===== src/rtl/mem_dump_serializer_pkg.sv =====
// Shared constants and types for the memory readback path.
// The UART load path uses the same memory hold window and byte lane order.
package mem_dump_serializer_pkg;

    localparam int DATA_WIDTH          = 32;
    localparam int ADDR_WIDTH          = 32;
    localparam int BYTE_WIDTH          = 8;
    localparam int BYTES_PER_WORD      = 4;
    localparam int BYTE_CNT_WIDTH      = $clog2(BYTES_PER_WORD);
    localparam int WORD_STRIDE         = BYTES_PER_WORD;
    localparam int DEFAULT_MEM_LATENCY = 16;
    localparam int LAT_CNT_WIDTH       = 8;

    typedef enum logic [1:0] {
        S_IDLE  = 2'd0,
        S_FETCH = 2'd1,
        S_SEND  = 2'd2,
        S_DONE  = 2'd3
    } dump_state_e;

    function automatic logic [ADDR_WIDTH-1:0] word_align(input logic [ADDR_WIDTH-1:0] addr);
        return {addr[ADDR_WIDTH-1:2], 2'b00};
    endfunction

endpackage


===== src/rtl/mem_dump_serializer_tx_byte_shifter.sv =====
// Holds one fetched word and presents it to the UART TX port one byte
// at a time, least-significant byte first, with valid/ready handshaking.
module tx_byte_shifter
    import mem_dump_serializer_pkg::*;
(
    input  logic                  clk,
    input  logic                  rst_n,
    input  logic                  i_load,
    input  logic [DATA_WIDTH-1:0] i_load_data,
    input  logic                  i_tx_ready,
    output logic [BYTE_WIDTH-1:0] o_tx_data,
    output logic                  o_tx_valid,
    output logic                  o_last_xfer
);

    localparam logic [BYTE_CNT_WIDTH-1:0] LAST_BUT_ONE = BYTE_CNT_WIDTH'(BYTES_PER_WORD - 2);

    logic [DATA_WIDTH-1:0]     r_shift;
    logic [BYTE_CNT_WIDTH-1:0] r_byte_cnt;
    logic                      r_last;
    logic                      r_valid;
    logic                      w_xfer;

    assign w_xfer      = r_valid & i_tx_ready;
    assign o_last_xfer = w_xfer & r_last;
    assign o_tx_data   = r_shift[BYTE_WIDTH-1:0];
    assign o_tx_valid  = r_valid;

    // NOTE: sequential state uses non-blocking assignments so every register
    // samples pre-edge values regardless of statement order.
    always_ff @(posedge clk or negedge rst_n) begin
        if (!rst_n) begin
            r_shift    <= '0;
            r_byte_cnt <= '0;
            r_last     <= 1'b0;
            r_valid    <= 1'b0;
        end else if (i_load) begin
            r_shift    <= i_load_data;
            r_byte_cnt <= '0;
            r_last     <= 1'b0;
            r_valid    <= 1'b1;
        end else if (w_xfer) begin
            r_shift    <= {{BYTE_WIDTH{1'b0}}, r_shift[DATA_WIDTH-1:BYTE_WIDTH]};
            r_byte_cnt <= r_byte_cnt + 1'b1;
            r_last     <= (r_byte_cnt == LAST_BUT_ONE);
            if (r_last) begin
                r_valid <= 1'b0;
            end
        end
    end

endmodule


===== src/rtl/mem_dump_serializer.sv =====
// Reads a run of words from memory and streams them to the UART transmitter
// as bytes, LSB first, so a loaded image reads back byte-identically.
module mem_dump_serializer
    import mem_dump_serializer_pkg::*;
#(
    parameter int MEM_LATENCY = DEFAULT_MEM_LATENCY,
    parameter int COUNT_WIDTH = 16
) (
    input  logic                   clk,
    input  logic                   reset,
    input  logic                   Start,
    input  logic [ADDR_WIDTH-1:0]  BaseAddr,
    input  logic [COUNT_WIDTH-1:0] WordCount,
    output logic                   Busy,
    output logic                   Done,
    output logic [ADDR_WIDTH-1:0]  MemAddr,
    output logic                   MemRead,
    input  logic [DATA_WIDTH-1:0]  MemData,
    output logic [BYTE_WIDTH-1:0]  TxData,
    output logic                   TxValid,
    input  logic                   TxReady
);

    localparam logic [LAT_CNT_WIDTH-1:0] LAT_LAST  = LAT_CNT_WIDTH'(MEM_LATENCY - 1);
    localparam logic [COUNT_WIDTH-1:0]   ONE_WORD  = COUNT_WIDTH'(1);
    localparam logic [ADDR_WIDTH-1:0]    ADDR_STEP = ADDR_WIDTH'(WORD_STRIDE);

    dump_state_e             r_state;
    logic [ADDR_WIDTH-1:0]   r_mem_addr;
    logic                    r_mem_read;
    logic                    r_busy;
    logic                    r_done;
    logic [COUNT_WIDTH-1:0]  r_remaining;
    logic [LAT_CNT_WIDTH-1:0] r_lat_cnt;

    logic                    w_load;
    logic                    w_last_xfer;

    // Load on the edge that ends the final FETCH cycle, while MemData is valid.
    assign w_load = (r_state == S_FETCH) && (r_lat_cnt == LAT_LAST);

    tx_byte_shifter u_tx_byte_shifter (
        .clk         (clk),
        .rst_n       (reset),
        .i_load      (w_load),
        .i_load_data (MemData),
        .i_tx_ready  (TxReady),
        .o_tx_data   (TxData),
        .o_tx_valid  (TxValid),
        .o_last_xfer (w_last_xfer)
    );

    always_ff @(posedge clk or negedge reset) begin
        if (!reset) begin
            r_state     <= S_IDLE;
            r_mem_addr  <= '0;
            r_mem_read  <= 1'b0;
            r_busy      <= 1'b0;
            r_done      <= 1'b0;
            r_remaining <= '0;
            r_lat_cnt   <= '0;
        end else begin
            case (r_state)
                S_IDLE: begin
                    if (Start) begin
                        r_busy <= 1'b1;
                        if (WordCount != '0) begin
                            r_mem_addr  <= word_align(BaseAddr);
                            r_remaining <= WordCount;
                            r_lat_cnt   <= '0;
                            r_mem_read  <= 1'b1;
                            r_state     <= S_FETCH;
                        end else begin
                            r_done  <= 1'b1;
                            r_state <= S_DONE;
                        end
                    end
                end

                S_FETCH: begin
                    if (r_lat_cnt == LAT_LAST) begin
                        r_lat_cnt  <= '0;
                        r_mem_read <= 1'b0;
                        r_state    <= S_SEND;
                    end else begin
                        r_lat_cnt <= r_lat_cnt + 1'b1;
                    end
                end

                S_SEND: begin
                    if (w_last_xfer) begin
                        r_remaining <= r_remaining - 1'b1;
                        if (r_remaining == ONE_WORD) begin
                            r_done  <= 1'b1;
                            r_state <= S_DONE;
                        end else begin
                            r_mem_addr <= r_mem_addr + ADDR_STEP;
                            r_mem_read <= 1'b1;
                            r_state    <= S_FETCH;
                        end
                    end
                end

                S_DONE: begin
                    r_done  <= 1'b0;
                    r_busy  <= 1'b0;
                    r_state <= S_IDLE;
                end

                default: begin
                    r_state <= S_IDLE;
                end
            endcase
        end
    end

    assign Busy    = r_busy;
    assign Done    = r_done;
    assign MemAddr = r_mem_addr;
    assign MemRead = r_mem_read;

endmodule


===== config.mk =====
export PLATFORM = sky130hd
export DESIGN_NAME = mem_dump_serializer
export DESIGN_NICKNAME = d
export VERILOG_FILES = /design/src/rtl/mem_dump_serializer_pkg.sv /design/src/rtl/mem_dump_serializer_tx_byte_shifter.sv /design/src/rtl/mem_dump_serializer.sv
export SDC_FILE = /design/constraint.sdc
export NUM_CORES = 1
export LEC_CHECK = 0
export CAP_MARGIN = 20
export CORE_ASPECT_RATIO = 0.8
export CORE_MARGIN = 2
export CORE_UTILIZATION = 45
export DETAILED_ROUTE_END_ITERATION = 16
export GPL_TIMING_DRIVEN = 0
export HOLD_SLACK_MARGIN = 0.03
export PLACE_DENSITY = 0.76
export SYNTH_ARGS = -nofsm -noshare
export SYNTH_HDL_FRONTEND = slang
export SYNTH_SLANG_ARGS = --single-unit

===== constraint.sdc =====
create_clock -name clk -period 2 [get_ports clk]
set_clock_uncertainty 0.15 [all_clocks]
set_input_delay 0.5 -clock clk [delete_from_list [all_inputs] [get_ports clk]]
set_output_delay 0.5 -clock clk [all_outputs]
set_load 0.005 [all_outputs]

* Word-level counts from Yosys, hierarchy flattened *
Index checks and enable logic that the tools add are counted.

operators by class
  reductions and logical operators = 18
  equal/unequal tests = 13
  bitwise gates (word level) = 2
  mux-type cells = 41
  add/subtract/negate cells = 4

operator list
  kind                     count
  $mux W32                 6
  $pmux W32 S2             1
  $mux W16                 3
  $add A32 B3 Y32 const B  1
  $pmux W16 S2             1
  $mux W8                  3
  $eq A16 B1 Y1 const B    1
  $pmux W8 S2              1
  $reduce_bool A16 Y1      1
  $sub A16 B1 Y16 const B  1
  $mux W1                  15
  $mux W2                  7
  $ne A2 B2 Y1 const B     5
  $reduce_and A5 Y1        2
  $reduce_bool A2 Y1       5
  $add A8 B1 Y8 const B    1
  $eq A8 B4 Y1 const B     1
  $pmux W2 S4              1
  $eq A2 B2 Y1 const B     3
  $pmux W1 S3              2
  $reduce_and A3 Y1        2
  $reduce_and A6 Y1        1
  $reduce_bool A3 Y1       2
  $ne A2 B1 Y1 const B     2
  other kinds (8)          10

storage, ports and cells
  logic and storage cells = 89
  register bits after elaboration = 97
  output and inout port bits = 44
  input port bits = 84

* Depth between registers and ports, before layout *
Gate-level depths: netlist of the first run.

  word-level depth = 4
  mapped depth = 9
  depth with buffers taken out = 7

* Modules after synthesis *
A second synthesis of the first run with hierarchy kept.

unflattened totals
  cells, all modules = 645
  area, all modules = 5,778.0 µm²

by module, submodules not included
  module               seq. area each (µm²)  cells each  times used  area an instance (µm²)
  mem_dump_serializer  1,476.4               445         1           3,807.4
  tx_byte_shifter      900.9                 200         1           1,970.6

* Least setup slack after synthesis of the first run *
No wires, ideal clock.

  kind = register -> register
  start point = register r_remaining[0]
  end point = register r_remaining[10]
  path buffers = 0
  path slack = -133 ps
  arrival = 1,859 ps
  clock period less this slack = 2,133 ps
  required time = 1,726 ps
  stages on the path, launching flop included = 8
  cell sequence = dfrtp_1 -> inv_1 -> ha_1 -> or3b_4 -> nor4b_4 -> nor2_1 -> a31o_1 -> a211o_1

on the way
  longest elaborated chain between the ends = 3

RTL lines
  element                   line                       RTL
  start: declaration        mem_dump_serializer.sv:33  logic [COUNT_WIDTH-1:0] r_remaining;
  start signal: assignment  mem_dump_serializer.sv:69  r_remaining <= WordCount;
  start signal: assignment  mem_dump_serializer.sv:92  r_remaining <= r_remaining - 1'b1;
  $sub A16 B1 Y16           mem_dump_serializer.sv:92
  $mux W16                  mem_dump_serializer.sv:91  if (w_last_xfer) begin
  $pmux W16 S2              mem_dump_serializer.sv:63  case (r_state)

No other way between the ends. The select of a mux whose other input is x is not followed.
A chain may end at the register's enable or synchronous reset.

* Worst setup path in the final report of the first run *
  start point = register r_remaining[1]
  end point = register r_remaining[10]

Same word-level chain as after synthesis.

==> results of run 1 <==
==> metal layers <==
metal / wire length (microns) / share of wire (%) / vias up
met5: 0 / 0 / -
met2: 8340 / 46 / 353
li1: - / - / 2599
met1: 7320 / 41 / 2776
met3: 1710 / 9.5 / 66
met4: 576 / 3.2 / 0
==> stage by stage <==
step / utilization (%) / std cells
after floorplan: - / 608
after global placement: 58.8 / 879
after detailed placement: 59.0 / 880
after CTS: 64.8 / 917
after global routing: 68.9 / 945
final: 68.9 / 945
==> kinds of logic (layout without fill, tap and decap cells) <==
group	Yosys count	in the layout	share of synthesized area, %
AO/OA/AOI/OAI	191	191	21.8
other	1	2	0.0699
XOR/XNOR	1	1	0.163
flip-flops	95	95	44.3
multiplexers	27	27	5.04
buffers and inverters	58	247	5.48
adder cells (fa/ha/maj)	5	5	1.17
AND/OR/NAND/NOR	229	229	22.0
==> flip-flops by register name, summed over array words and instances, names as in the netlist <==
name / count
Busy: 1
Done: 1
MemAddr: 30
MemRead: 1
r_lat_cnt: 8
r_remaining: 16
r_state: 2
u_tx_byte_shifter.o_tx_valid: 1
u_tx_byte_shifter.r_byte_cnt: 2
u_tx_byte_shifter.r_last: 1
u_tx_byte_shifter.r_shift: 32
==> worst max path at each step <==
stage,depth (start not counted),from,end,slack (ns)
6_report,7,r_remaining[1],r_remaining[10],-0.18
5_1_grt,9,r_remaining[1],MemAddr[15],-0.25
4_1_cts,7,r_remaining[1],r_remaining[10],-0.17
3_5_place_dp,7,WordCount[6],r_remaining[12],-0.95
3_3_place_gp,1,reset,MemAddr[23],-3.36
2_1_floorplan,7,r_remaining[0],r_remaining[10],-0.05
==> cell type report <==
| type | instances | area [sq um] | share of cell area [%] |
|---|---|---|---|
| inverter | 11 | 41.3 | 0.518 |
| clock buffer | 9 | 225 | 2.83 |
| sequential | 95 | 2400 | 30.1 |
| multi-input combinational | 455 | 2950 | 37.0 |
| tap | 148 | 185 | 2.32 |
| timing repair buffer | 173 | 1700 | 21.3 |
| buffer | 47 | 383 | 4.81 |
| clock inverter | 7 | 86.3 | 1.08 |
==> synthesized netlist by cell type (all sizes together), types with 2 or more instances <==
cell type,n
o22a,4
nor4b,3
o2bb2ai,2
o21ai,76
nor4,15
nand2,89
o22ai,9
a2bb2oi,20
a31oi,10
nand2b,2
a211oi,2
o41ai,2
and4,2
mux2i,27
and2,3
a21oi,48
inv,11
nor2b,4
a22o,3
buf,37
dfrtp,95
nand4,17
and3,6
a22oi,4
nor2,36
nand3,33
nor3,12
clkbuf,10
or3,2
a32oi,2
o211ai,2
ha,5
==> power groups by stage <==
stage | Sequential (uW) | Combinational (uW) | Clock (uW)
2_1_floorplan | 3120 | 2390 | 0
3_3_place_gp | 3260 | 3890 | 0
3_5_place_dp | 3280 | 4030 | 0
4_1_cts | 3280 | 4460 | 1840
5_1_grt | 3430 | 5530 | 1920
6_report | 3350 | 5160 | 1830
==> worst max-delay path, cell delays in order, from the launching register on <==
cell	delay, ns
dfrtp_1	0.40
inv_2	0.11
ha_4	0.14
or3b_4	0.41
nor4b_4	0.36
nor2_1	0.08
a31o_1	0.20
a211o_1	0.22
==> what timing repair did <==
action,4_1_cts,5_1_grt
resized for setup,64,85
pin swaps,14,17
gates cloned,2,1
buffers inserted,18,27
endpoints found under the setup margin,87,113
hold endpoints to repair,27,0
hold buffers,1,0
==> reports/metrics.csv, run 1 <==
metric;value;unit
status;finished with violations;
failing checks;negative setup slack;
grt ovf;0;
final setup violation count;38;
CTS Root Cell;clkbuf_16;
critical path arrival;2.28;ns
Max Freq;0.459;GHz
most frequent cells in the layout;clkdlybuf4s50_1 (101), nand2_1 (88), dfrtp_1 (79), o21ai_0 (67), buf_4 (61);
Sw Ratio;41.2;%
Max clock buf depth;2;
# rows;35;
FF-to-FF setup slack;-0.18;ns
DR vias/cell;6.13;
DRC;0;
Seq/Total Area, Yosys;44.3;%
Die Ht;102;microns
CP startpoint kind;register;
Post-synth EDFFs;0;
VDD IR max;0.661;mV
grt peak-use layer;met2;
CP required;2.10;ns
worst hold endpoint;r_remaining[0];
leakage power;0.00354;uW
Avg Inst Size Synth;8.83;sq um
fin area;0.00797;sq mm
CTS tree;yes;
Worst Setup Slack post-DPL;-0.948;ns
H-tree Lvls;3;
Num CTS Buffers;9;
Psw;4260;uW
Hold Startpoint;WordCount[0];
Max-cap violations;0;
WL final;17900;microns
Synth Register Bits;95;
share of layout cells above drive strength 1;21.7;%
FF-to-FF path depth;7;
Ys Warns;0;
WL per Instance;19.0;microns
Post-synth ARST share;100;%
I/O pins;128;
Mapped Area;0.00536;sq mm
Hold Path Stages;3;
final period utilization;109;%
clock latency on the worst-skew pair;0.36;ns
Worst R2R Start;r_remaining[1];
clock-pin slew on the worst setup and hold paths;0.07;ns
first-pass GRT wire length;27500;microns
final worst slack;-0.179;ns
area delta synth->final;48.6;%
Diodes inserted;0;
Worst setup EP type;register;
Slew Limit Headroom;60.5;%
violation count after the first detailed-route iteration;570;
Main synth FF type;dfrtp_1;
synth top area cells;dfrtp_1 (44%), o21ai_0 (7.0%), nand2_1 (6.2%), mux2i_1 (5.0%), a21oi_1 (4.4%);
core area;0.0116;sq mm
final hold violation count;0;
Distinct cells, synth;59;
Pwr Density;1300;mW/mm^2
Tmin final;2.18;ns
DIE AREA;0.0128;sq mm
clock power share;17.7;%
logic gate share of total power;49.9;%
largest net degree at the start of global routing;69;
final hold slack;0.339;ns
worst hold path class;input port to register;
met1 Track Usage GR;35.9;%
Synth area leader;dfrtp_1;
DIE WIDTH;126;microns
worst-margin pin slew;0.588;ns
vias in the first global route;5462;
Sequential Power Share;32.4;%
post-synth top area share;44.3;%
met3 Usage GRT;7.55;%
Antenna Violating Nets Remaining;0;
Initial Utilization;46.4;%
commonest non-fill, non-tap cell in the layout;clkdlybuf4s50_1;
Total GRT Usage;26.9;%
crit-path max FO;5;
RSZ-0062 raised after global routing;yes;
total power;10300;uW
fin. max-slew vios;0;
DP Area;0.00682;sq mm
kind of critical path;register to register;
DP HPWL;11700;microns
# fillers;857;
Synth Instances;607;
routed vias;5794;
iteration count of the initial detailed-routing pass;6;
Power Internal;6080;uW
initial antenna violation count;0;
Crit Reg-Reg Endpoint;r_remaining[10];
setup_tns;-3.76;ns
layout net count;881;
M2 GR Usage;41.5;%
number of I/O port buffers;123;
gpl congestion;0.879;
clk sinks;95;
No activity file was read; power rests on OpenSTA's default activity.
==> inputs of run 2 (changes only) <==
--- a/config.mk
+++ b/config.mk
@@ -10,6 +10,7 @@
 export CORE_MARGIN = 2
 export CORE_UTILIZATION = 45
 export DETAILED_ROUTE_END_ITERATION = 16
+export GPL_ROUTABILITY_DRIVEN = 0
 export GPL_TIMING_DRIVEN = 0
 export HOLD_SLACK_MARGIN = 0.03
 export PLACE_DENSITY = 0.76
==> run 2 against run 1 <==
Sequential share of layout area shrank 0.12 points. Routed wire length grew 0.45%. Highest routed layer unchanged. Global-route usage grew 0.41 points. Clock-buffer cell count is the same. Via count shrank 1.3%. The run still ends with negative setup slack left. Fmax shrank 3.5%. Clock power grew 3%. Combinational power shrank 1%. Final cell count grew 0.32%.
==> reports/metrics.csv, run 2 (synthesis gave the netlist of run 1 again) <==
metric;value;unit
clock latency on the worst-skew pair;0.35;ns
layout net count;884;
largest net degree at the start of global routing;69;
Worst setup EP type;register;
H-tree Lvls;3;
WL final;18000;microns
Initial Utilization;46.4;%
failing checks;negative setup slack;
Num CTS Buffers;9;
routed vias;5721;
fin. max-slew vios;0;
Total GRT Usage;27.3;%
initial antenna violation count;0;
grt ovf;0;
Tmin final;2.26;ns
leakage power;0.00352;uW
Top reg by flops;u_tx_byte_shifter.r_shift;
kind of critical path;register to register;
DIE WIDTH;126;microns
commonest non-fill, non-tap cell in the layout;clkdlybuf4s50_1;
critical path arrival;2.34;ns
clock-pin slew on the worst setup and hold paths;0.07;ns
status;finished with violations;
# rows;35;
VDD IR max;0.755;mV
share of layout cells above drive strength 1;22.6;%
WL per Instance;19.0;microns
final worst slack;-0.258;ns
clk sinks;95;
Worst Setup Slack post-DPL;-0.941;ns
final setup violation count;39;
Pwr Density;1300;mW/mm^2
violation count after the first detailed-route iteration;480;
DIE AREA;0.0128;sq mm
final period utilization;113;%
core area;0.0116;sq mm
worst hold path class;register to register;
I/O pins;128;
Diodes inserted;0;
CTS Root Cell;clkbuf_16;
first-pass GRT wire length;27900;microns
CTS tree;yes;
CP required;2.08;ns
FF-to-FF setup slack;-0.26;ns
DR vias/cell;6.03;
Largest register FFs;32;
fin util;69.3;%
iteration count of the initial detailed-routing pass;7;
Max-cap violations;0;
Antenna Violating Nets Remaining;0;
crit-path max FO;10;
Max clock buf depth;2;
CP startpoint kind;register;
Slew Limit Headroom;58.5;%
DRC;0;
worst-margin pin slew;0.618;ns
Max Freq;0.443;GHz
number of I/O port buffers;123;
most frequent cells in the layout;clkdlybuf4s50_1 (102), nand2_1 (87), dfrtp_1 (77), o21ai_0 (68), buf_4 (58);
DP HPWL;11800;microns
RSZ-0062 raised after global routing;yes;
setup_tns;-5.53;ns
final hold violation count;0;
vias in the first global route;5548;
Die Ht;102;microns
area delta synth->final;49.4;%
## run 2: cell count changes in the layout (fill, tap and decap cells not counted), moves of 3 or more
cell | before | now
a2bb2oi_1 | 16 | 12
a2bb2oi_2 | 4 | 8
buf_2 | 2 | 7
buf_4 | 61 | 58
buf_6 | 10 | 15
clkbuf_4 | 10 | 6
## run 2: area by class of cell
class | count | area [sq um]
multi-input cells | 455 | 2980
plain buffers | 47 | 360
clock buffers | 9 | 225
repair buffers | 176 | 1720
flip-flops and latches | 95 | 2400
well taps | 148 | 185
clock inverters | 7 | 96.3
inverters | 11 | 41.3
fillers | 894 | 3550
## run 2: critical path: stages (launching register included)
cell and delay, ns:
dfrtp_1 0.50, nor4_2 0.38, nand4_1 0.26, buf_4 0.23, a22o_4 0.26, buf_6 0.14
nor2_1 0.14, a31oi_1 0.07
## run 2: per-layer routing
layer / wire length, microns / GRT usage, % / vias up
li1: - / - / 2600
met2: 8520 / 43.8 / 362
met4: 431 / 11.5 / 0
met1: 7490 / 36.3 / 2707
met3: 1580 / 5.65 / 52
met5: 0 / 0 / -
## run 2: final timing paths
| check | startpoint | to | cells after the start |
|---|---|---|---|
| setup / recovery | r_remaining[4] | MemAddr[3] | 7 |
| hold / removal | u_tx_byte_shifter.r_shift[26] | u_tx_byte_shifter.r_shift[26] | 2 |
| setup reg to reg | r_remaining[4] | MemAddr[3] | 7 |
| hold reg to reg | u_tx_byte_shifter.r_shift[26] | u_tx_byte_shifter.r_shift[26] | 2 |
| max in group asynchronous | reset | MemAddr[19] | 3 |
| min in group asynchronous | reset | u_tx_byte_shifter.r_shift[4] | 2 |
## run 2: per-stage QoR
stage          total power (uW)  instances  hold slack [ns]  cell area (sq um)
2_1_floorplan              5510        608           0.0544               5380
3_3_place_gp               7150        879            0.332               6800
3_5_place_dp               7320        880            0.301               6820
4_1_cts                    9810        931            0.356               7650
5_1_grt                   10900        948            0.388               8010
6_report                  10400        948            0.354               8010
## run 2: timing repair
action,CTS,global route
buffers inserted,32,16
gates cloned,2,1
hold buffers,1,0
setup endpoints to repair,100,106
gates resized for setup,79,70
pin swaps,20,11
endpoints found under the hold margin,27,0
## run 2: where the power goes
group | total (uW) | switching (uW) | internal (uW) | leakage, uW
Clock | 1880 | 781 | 1100 | 0.000160
Sequential | 3390 | 839 | 2550 | 0.00117
Combinational | 5110 | 2580 | 2530 | 0.00219
==> inputs of run 3 (changes only) <==
--- a/config.mk
+++ b/config.mk
@@ -8,12 +8,13 @@
 export CAP_MARGIN = 20
 export CORE_ASPECT_RATIO = 0.8
 export CORE_MARGIN = 2
-export CORE_UTILIZATION = 45
+export CORE_UTILIZATION = 46
 export DETAILED_ROUTE_END_ITERATION = 16
 export GPL_ROUTABILITY_DRIVEN = 0
 export GPL_TIMING_DRIVEN = 0
 export HOLD_SLACK_MARGIN = 0.03
-export PLACE_DENSITY = 0.76
+export MAX_ROUTING_LAYER = met4
+export PLACE_DENSITY = 0.78
 export SYNTH_ARGS = -nofsm -noshare
 export SYNTH_HDL_FRONTEND = slang
 export SYNTH_SLANG_ARGS = --single-unit
==> run 3 against run 2 <==
The run still ends with negative setup slack left. Final cell count is 0.11% higher. Non-clock buffer count is the same. First-iteration DRC count grew 36%. Design area rose by 1.4%. Register-to-register slack gained 0.02 ns. Critical endpoint is now r_remaining[10]. Via count grew 2.7%. Highest routed layer unchanged. Clock-buffer cell count unchanged. Sequential share of layout area is 0.38 points lower. Worst hold slack got worse by 0.025 ns. Power increased by 1.6%. Global-route usage increased by 2.6 points. Die area decreased by 2.1%.
==> reports/metrics.csv, run 3 (synthesis gave the netlist of run 1 again) <==
metric;value;unit
grt peak-use layer;met2;
H-tree Lvls;3;
crit-path max FO;5;
final setup violation count;46;
Sequential Power Share;32.4;%
Psw;4390;uW
area delta synth->final;51.5;%
clock power share;17.4;%
clock-pin slew on the worst setup and hold paths;0.08;ns
vias in the first global route;5743;
final hold violation count;0;
Max clock buf depth;2;
met3 Usage GRT;6.42;%
Worst path slowest cell;nor4b_4;
Tmin final;2.24;ns
layout net count;884;
Worst Setup Slack post-DPL;-1.00;ns
worst-margin pin slew;0.618;ns
Largest register FFs;32;
# fillers;850;
Sw Ratio;41.7;%
I/O pins;128;
Slew Limit Headroom;58.5;%
DIE WIDTH;125;microns
fin util;71.0;%
Pwr Density;1300;mW/mm^2
critical path's largest stage delay;0.44;ns
most frequent cells in the layout;clkdlybuf4s50_1 (101), nand2_1 (83), dfrtp_1 (75), buf_4 (62), o21ai_0 (62);
Num CTS Buffers;9;
clock latency on the worst-skew pair;0.36;ns
violation count after the first detailed-route iteration;652;
DRC;0;
clk sinks;95;
CP Cell Sequence;inv_2 > ha_4 > or3b_4 > nor4b_4 > nor2_1 > a31o_1 > a211o_1;
iteration count of the initial detailed-routing pass;5;
WL final;18700;microns
core area;0.0114;sq mm
Total GRT Usage;29.8;%
status;finished with violations;
Top reg by flops;u_tx_byte_shifter.r_shift;
Reg area;0.00240;sq mm
commonest non-fill, non-tap cell in the layout;clkdlybuf4s50_1;
total power;10500;uW
share of layout cells above drive strength 1;24.6;%
WL per Instance;19.7;microns
VDD IR max;0.764;mV
initial antenna violation count;1;
RSZ-0062 raised after global routing;yes;
DR vias/cell;6.19;
CP startpoint kind;register;
Max Freq;0.447;GHz
largest net degree at the start of global routing;72;
grt ovf;0;
Die Ht;101;microns
Non-Filler Instances;949;
# rows;35;
failing checks;negative setup slack;
routed vias;5876;
kind of critical path;register to register;
CTS Root Cell;clkbuf_16;
logic gate share of total power;50.1;%
met1 Track Usage GR;37.7;%
first-pass GRT wire length;29500;microns
number of I/O port buffers;123;
critical path arrival;2.33;ns
final worst slack;-0.236;ns
DP HPWL;11700;microns
CTS tree;yes;
Worst setup EP type;register;
final period utilization;112;%
Max-cap violations;0;
placed instance count;880;
leakage power;0.00353;uW
fin. max-slew vios;0;
DIE AREA;0.0125;sq mm
Antenna Violating Nets Remaining;0;
M2 GR Usage;48.7;%
Power Internal;6150;uW
Initial Utilization;46.9;%
CP required;2.10;ns
multi-input logic area;0.00307;sq mm
worst hold path class;register to register;
[run 3: final timing paths]
kind / slack, ns / cells after the start / endpoint / start
max: -0.24 / 7 / r_remaining[10] / r_remaining[1]
min: 0.33 / 2 / MemRead / MemRead
max reg2reg: -0.24 / 7 / r_remaining[10] / r_remaining[1]
min reg2reg: 0.33 / 2 / MemRead / MemRead
max in group asynchronous: 0.53 / 3 / MemAddr[5] / reset
min in group asynchronous: 0.46 / 2 / r_lat_cnt[0] / reset
[run 3: area by class of cell]
type	instances	share of cell area, %
antenna	1	0.0308
buffer	47	4.61
clock buffer	9	2.77
clock inverter	7	1.06
inverter	11	0.508
multi-input combinational	455	37.8
sequential	95	29.6
tap	148	2.28
timing repair buffer	176	21.4
[run 3: what timing repair did]
item                                   4_1_cts  5_1_grt
setup endpoints to repair                  101      108
endpoints found under the hold margin       24        0
buffers inserted                            26       21
gates cloned                                 3        1
gates resized for setup                     96       82
hold buffers                                 1        0
pin swaps                                   20       18
[run 3: power by group through the flow]
stage / clock (uW) / combinational, uW / sequential [uW]
3_3_place_gp: 0 / 3900 / 3260
3_5_place_dp: 0 / 4030 / 3280
6_report: 1840 / 5280 / 3420
5_1_grt: 1910 / 5660 / 3480
4_1_cts: 1850 / 4720 / 3290
2_1_floorplan: 0 / 2390 / 3120
[run 3: stage by stage]
stage | hold slack [ns] | TNS [ns] | area (sq um)
after floorplan | 0.0544 | -0.0831 | 5380
after global placement | 0.319 | -368.38 | 6800
after detailed placement | 0.291 | -58.28 | 6820
after CTS | 0.334 | -2.39 | 7710
after global routing | 0.384 | -10.01 | 8120
final | 0.328 | -6.51 | 8120
[run 3: critical path: cells and delay by family (launching register included)]
family / cells / cell delay [ns]
DFF: 1 / 0.40
adders and majority gates: 1 / 0.14
AOI/OAI and AO/OA: 2 / 0.42
buffers and inverters: 1 / 0.10
and+or+nand+nor: 3 / 0.92
[run 3: layer usage]
layer / part of all wire, % / routed length, microns / vias up
li1: - / - / 2599
met1: 41 / 7570 / 2831
met2: 47 / 8820 / 382
met3: 9.6 / 1800 / 64
met4: 2.5 / 470 / 0
met5: 0 / 0 / -
